File: src/rtl/reg_file.sv
// 32-entry register file with two combinational read ports and one write port.
// Register 0 always reads as zero.
module reg_file #(
   parameter int DATA_W = 32,
   parameter int ADDR_W = 5
) (
   input  logic              clk,
   input  logic              rst,
   input  logic [ADDR_W-1:0] read1_num,
   input  logic [ADDR_W-1:0] read2_num,
   input  logic [ADDR_W-1:0] write_num,
   input  logic [DATA_W-1:0] write_data,
   input  logic              write_en,
   output logic [DATA_W-1:0] read1_data,
   output logic [DATA_W-1:0] read2_data
);

   localparam int NREG = 2 ** ADDR_W;

   logic [DATA_W-1:0] regs [NREG];

   // Entry 0 is cleared by reset and never written, so it stays constant zero.
   always_ff @(posedge clk or posedge rst) begin
      if (rst) begin
         for (int i = 0; i < NREG; i++) begin
            regs[i] <= '0;
         end
      end else if (write_en && (write_num != '0)) begin
         regs[write_num] <= write_data;
      end
   end

   // The explicit zero mux keeps r0 at zero even before the first reset.
   always_comb begin
      read1_data = (read1_num == '0) ? '0 : regs[read1_num];
      read2_data = (read2_num == '0) ? '0 : regs[read2_num];
   end

endmodule

File: config.mk
export PLATFORM = sky130hd
export DESIGN_NAME = reg_file
export DESIGN_NICKNAME = d
export VERILOG_FILES = /design/src/rtl/reg_file.sv
export SDC_FILE = /design/constraint.sdc
export NUM_CORES = 2
export LEC_CHECK = 0
export CORE_ASPECT_RATIO = 1.25
export CORE_MARGIN = 8
export CORE_UTILIZATION = 48
export DETAILED_ROUTE_END_ITERATION = 10
export PLACE_DENSITY_LB_ADDON = 0.3
export SKIP_LAST_GASP = 1
export SYNTH_ARGS = -nofsm -noshare
export SYNTH_HDL_FRONTEND = slang
export SYNTH_SLANG_ARGS = --single-unit
File: constraint.sdc
create_clock -name clk -period 35.4 [get_ports clk]
set_input_delay 7.08 -clock clk [delete_from_list [all_inputs] [get_ports clk]]
set_output_delay 7.08 -clock clk [all_outputs]
set_load 0.1 [all_outputs]
# ---- Word-level counts from Yosys, hierarchy flattened
# Cells that the tools add are included.
dict set report word_totals {
  input_bits 50
  latchBits 0
  memories 0
  out_inout_bits 64
  register_bits 1024
  wordCells 55
  ramBits 0
  romBits 0
}
dict set report op_classes {
  n_addsub 0
  n_mux 11
  order_cmp 4
  div_mod_pow 0
  n_reduce_logical 5
  eq_ne 0
  multipliers 0
  n_shift 0
  bitwise 3
}
# cell n
set op_table {}
lappend op_table {{$bwmux 1024} 1}
lappend op_table {{$bmux 32 s5} 2}
lappend op_table {{$mux 32} 7}
lappend op_table {{$demux 32 s5} 1}
lappend op_table {{$ge 6x6->1 const B} 3}
lappend op_table {{$not 5->6} 3}
lappend op_table {{$logic_not 5->1} 2}
lappend op_table {{$lt 6x1->1 const B} 1}
lappend op_table {{$reduce_bool 5->1} 1}
lappend op_table {{$logic_and 1x1->1} 2}

# ---- Longest topological paths before layout
dict set report logic_depth {
  word_depth 6
  ltp_mapped 9
  depth_no_buf 4
}

# ---- Least setup slack after synthesis
# No wires, ideal clock.
dict set report synth_path {
  path_kind {input -> output}
  startpoint {in read1_num[1]}
  endpoint {out read1_data[13]}
  n_path_buf 3
  path_slack_ns 15.613
  arrival_ns 12.707
  cell_stages 7
  cell_sequence {buf_2 -> nor2b_1 -> buf_2 -> clkbuf_1 -> a22oi_1 -> o211a_1 -> a2111oi_0}
}
dict set report synth_via {
  elab_chain_cells 5
  word_cells_on_any_way 6
  classes_between {4 x mux; 1 x bitwise; 1 x reduce/logical}
}
# element line
set synth_lines {}
lappend synth_lines {{start: declaration} 9} ;# input logic [ADDR_W-1:0] read1_num,
lappend synth_lines {{$not 5->6 (not written as such)} 35} ;# read1_data = (read1_num == '0) ? '0 : regs[read1_num];
lappend synth_lines {{$bmux 32 s5} 35}
lappend synth_lines {{$mux 32 (not written as such) (2 in a row)} 35}
lappend synth_lines {{$mux 32 *} 35}
lappend synth_lines {{end: declaration} 14} ;# output logic [DATA_W-1:0] read1_data,
# Every way passes the cells marked *; elsewhere a longest branch is shown, timed or not. The select of a mux whose other input is x is not followed.

# ---- Final worst setup path
dict set report layout_path {
  startpoint {in read2_num[2]}
  endpoint {out read2_data[31]}
}
dict set report layout_via {
  elab_chain_cells 5
  word_cells_on_any_way 6
  classes_between {4 x mux; 1 x bitwise; 1 x reduce/logical}
}
# element line
set layout_lines {}
lappend layout_lines {{start: declaration} 10} ;# input logic [ADDR_W-1:0] read2_num,
lappend layout_lines {{$not 5->6 (not written as such)} 36} ;# read2_data = (read2_num == '0) ? '0 : regs[read2_num];
lappend layout_lines {{$bmux 32 s5} 36}
lappend layout_lines {{$mux 32 (not written as such) (2 in a row)} 36}
lappend layout_lines {{$mux 32 *} 36}
lappend layout_lines {{end: declaration} 15} ;# output logic [DATA_W-1:0] read2_data
# Marks and branches as above.

==> flow_summary.yaml <==
outcome:
  status: "finished with violations"
  violations: "capacitance limit, slew limit"
yosys:
  syn_inst: 3692
  postSynth.asyncResetShare: 1.00
  synth_cell_types: 47
  ys_top_cells_by_area: "dfrtp_1 (47%), mux2_2 (21%), mux4_2 (16%), mux2i_1 (5.0%), clkbuf_1 (1.6%)"
  synth_top_area_frac: 0.468
  syn_nets: 3742
  synth.avg_cell_area_um2: 14.8
  syn_area_um2: 54700
  synthFlopType: "dfrtp_1"
  yosys_warnings: 0
  ys_seq_elements: 1024
  ys_seq_area_frac: 0.468
  synth_edf_count: 0
  synth_area_leader_cell: "dfrtp_1"
cells_and_area:
  final_common_cell: "mux2_2"
  nets: 3609
  regMostFlops: "regs"
  largest_register_ffs: 1024
  drive_gt1_frac: 0.475
  final.fill_count: 9198
  most-common-layout-cells: "mux2_2 (1,037), dfrtp_1 (1,024), mux4_2 (397)"
  multi_input_area_um2: 27100
  reg_top3: "regs x1024"
  final_cells: 5117
  area_delta_synth_final_pct: 9.73
  regArea_um2: 25600
setup_path:
  endpoint: "read2_data[31]"
  worstPathMaxFanout: 133
  reg2reg_depth: 1
  reg2reg_slack_ps: 34580
  crit_type: "in2out"
  crit_arrival_ps: 12250
  regToRegStartpoint: "regs[919]"
  crit_start: "read2_num[2]"
  start_kind: "input pin"
  r2r-end: "regs[919]"
  worstPathRequired_ps: 28320
  crit_path_end_kind: "primary output"
cts:
  clockBufferDepth: 3
  htree_levels: 3
  clkTransAtPathRegs_ps: 60
  hold_buffers: 0
  root_buffer: "clkbuf_16"
  cts_setup_buffers: 0
  cts_made_buffers: 100
  cts_tree: "done"
  insertion_delay_ps: 690
  cts_sinks: 1024
  cts-resized-gates: 0
sta:
  slew_violations: 3
  fmax_mhz: 51.7
  tns_ps: 0
  rsz0062_at_grt: "no"
  fin_skew_ps: 0
  hold_viol_final: 0
  maxSlewHeadroom: -0.0217
  max_slew.worst_pin.slew_ps: 1520
  setup_violations: 0
  min_period_ps: 19330
  fin_crit_sh: 0.546
place:
  hpwl_um: 95800
  portBuffers: 113
  gp_congestion: 0.816
  dp.cells: 4927
global_route:
  grt_pass1_vias: 36200
  grt_max_degree: 169
  grt_pass1_wl_um: 257000
  antenna_found_initial: 5
  grt_overflow: 0
  gr-usage-all-layers: 0.276
floorplan:
  die_y_um: 393
  pin_count: 114
  coreArea_um2: 113000
  rows: 138
  dieArea_um2: 125000
  die_width_um: 318
  initial_core_util: 0.484
power:
  switching_share: 0.287
  pwr-share-comb: 0.221
  ir_worst_vdd_mv: 0.0403
  power_density_nw_per_um2: 58.6
  p_seq_frac: 0.445
  p_int_w: 0.00251
  switchingPower_w: 0.00101
  p_leak_nw: 25.8
  power.share.clock: 0.334
routing:
  drc: 0
  first_iter_violations: 3789
  vias: 35100
  first_pass_iters: 5
  vias_per_cell: 6.86
  wl_um: 176000
  post_drt_wl_per_cell_um: 34.3
  antenna_left: 0
min_path:
  hold_path_class: "reg2reg"
flow_run:
  max-cap-violations: 1
## cell type report
class | instances | area share
Multi-Input combinational cell | 2238 | 0.452
Sequential cell | 1024 | 0.427
Clock buffer | 151 | 0.0499
Tap cell | 1470 | 0.0306
Timing Repair Buffer | 192 | 0.0301
Clock inverter | 31 | 0.00980
Antenna cell | 8 | 0.000333
Inverter | 3 | 0.000250
## power by group through the flow
stage | clock network [W] | logic, W | registers, W
2_1_floorplan | 0 | 0.000633 | 0.00152
3_5_place_dp | 0 | 0.000776 | 0.00158
6_report | 0.00117 | 0.000779 | 0.00156
3_3_place_gp | 0 | 0.000761 | 0.00157
4_1_cts | 0.00119 | 0.000779 | 0.00156
5_1_grt | 0.00123 | 0.000824 | 0.00159
## worst min-delay path by stage
stage / cells after the start / slack, ps / startpoint / end
2_1_floorplan: 1 / 440 / regs[1000] / regs[1000]
3_3_place_gp: 0 / 380 / regs[998] / regs[998]
3_5_place_dp: 0 / 380 / regs[1021] / regs[1021]
4_1_cts: 0 / 400 / regs[1021] / regs[1021]
5_1_grt: 0 / 410 / regs[1005] / regs[1005]
6_report: 0 / 400 / regs[1011] / regs[1011]
## kinds of logic after synthesis
family | share of synthesized area
buffers and inverters | 0.0401
multiplexers | 0.426
flip-flops | 0.468
AND/OR/NAND/NOR | 0.0204
AO/OA/AOI/OAI | 0.0447
## per-layer routing
metal,global-route usage,vias up,wire [um]
li1,-,14000,-
met1,0.365,19000,70000
met2,0.439,1637,82800
met3,0.0516,473,13900
met4,0.130,4,8870
met5,0.00345,-,72
## critical path, stage by stage
cell,delay (ps)
buf_8,620
buf_12,730
buf_4,770
mux4_2,350
mux2_2,150
o32ai_1,80
nor4_1,890
clkdlybuf4s50_1,1310
## Yosys cell counts (33+ instances only)
cell type and number:
nor2b_1 42, nand2_1 41, a21oi_1 43, o22ai_1 40
mux2i_1 271, a211oi_1 37, dfrtp_1 1024, clkbuf_1 228
buf_1 47, mux4_2 397, a22oi_1 77, a22o_1 42
nor3_1 33, mux2_2 1037, buf_2 86
## metrics by stage
step | hold WS (ps) | setup slack [ps] | utilization | cell area, um^2 | total power (W)
floorplan | 441 | 14210 | - | 54700 | 0.00216
CTS | 398 | 16080 | 0.531 | 60000 | 0.00352
detailed placement | 383 | 16080 | 0.499 | 56400 | 0.00235
global placement | 377 | 15640 | 0.499 | 56400 | 0.00233
finish | 398 | 16070 | 0.531 | 60000 | 0.00352
global route | 408 | 15810 | 0.531 | 60000 | 0.00365
No activity file was read; power rests on OpenSTA's default activity.
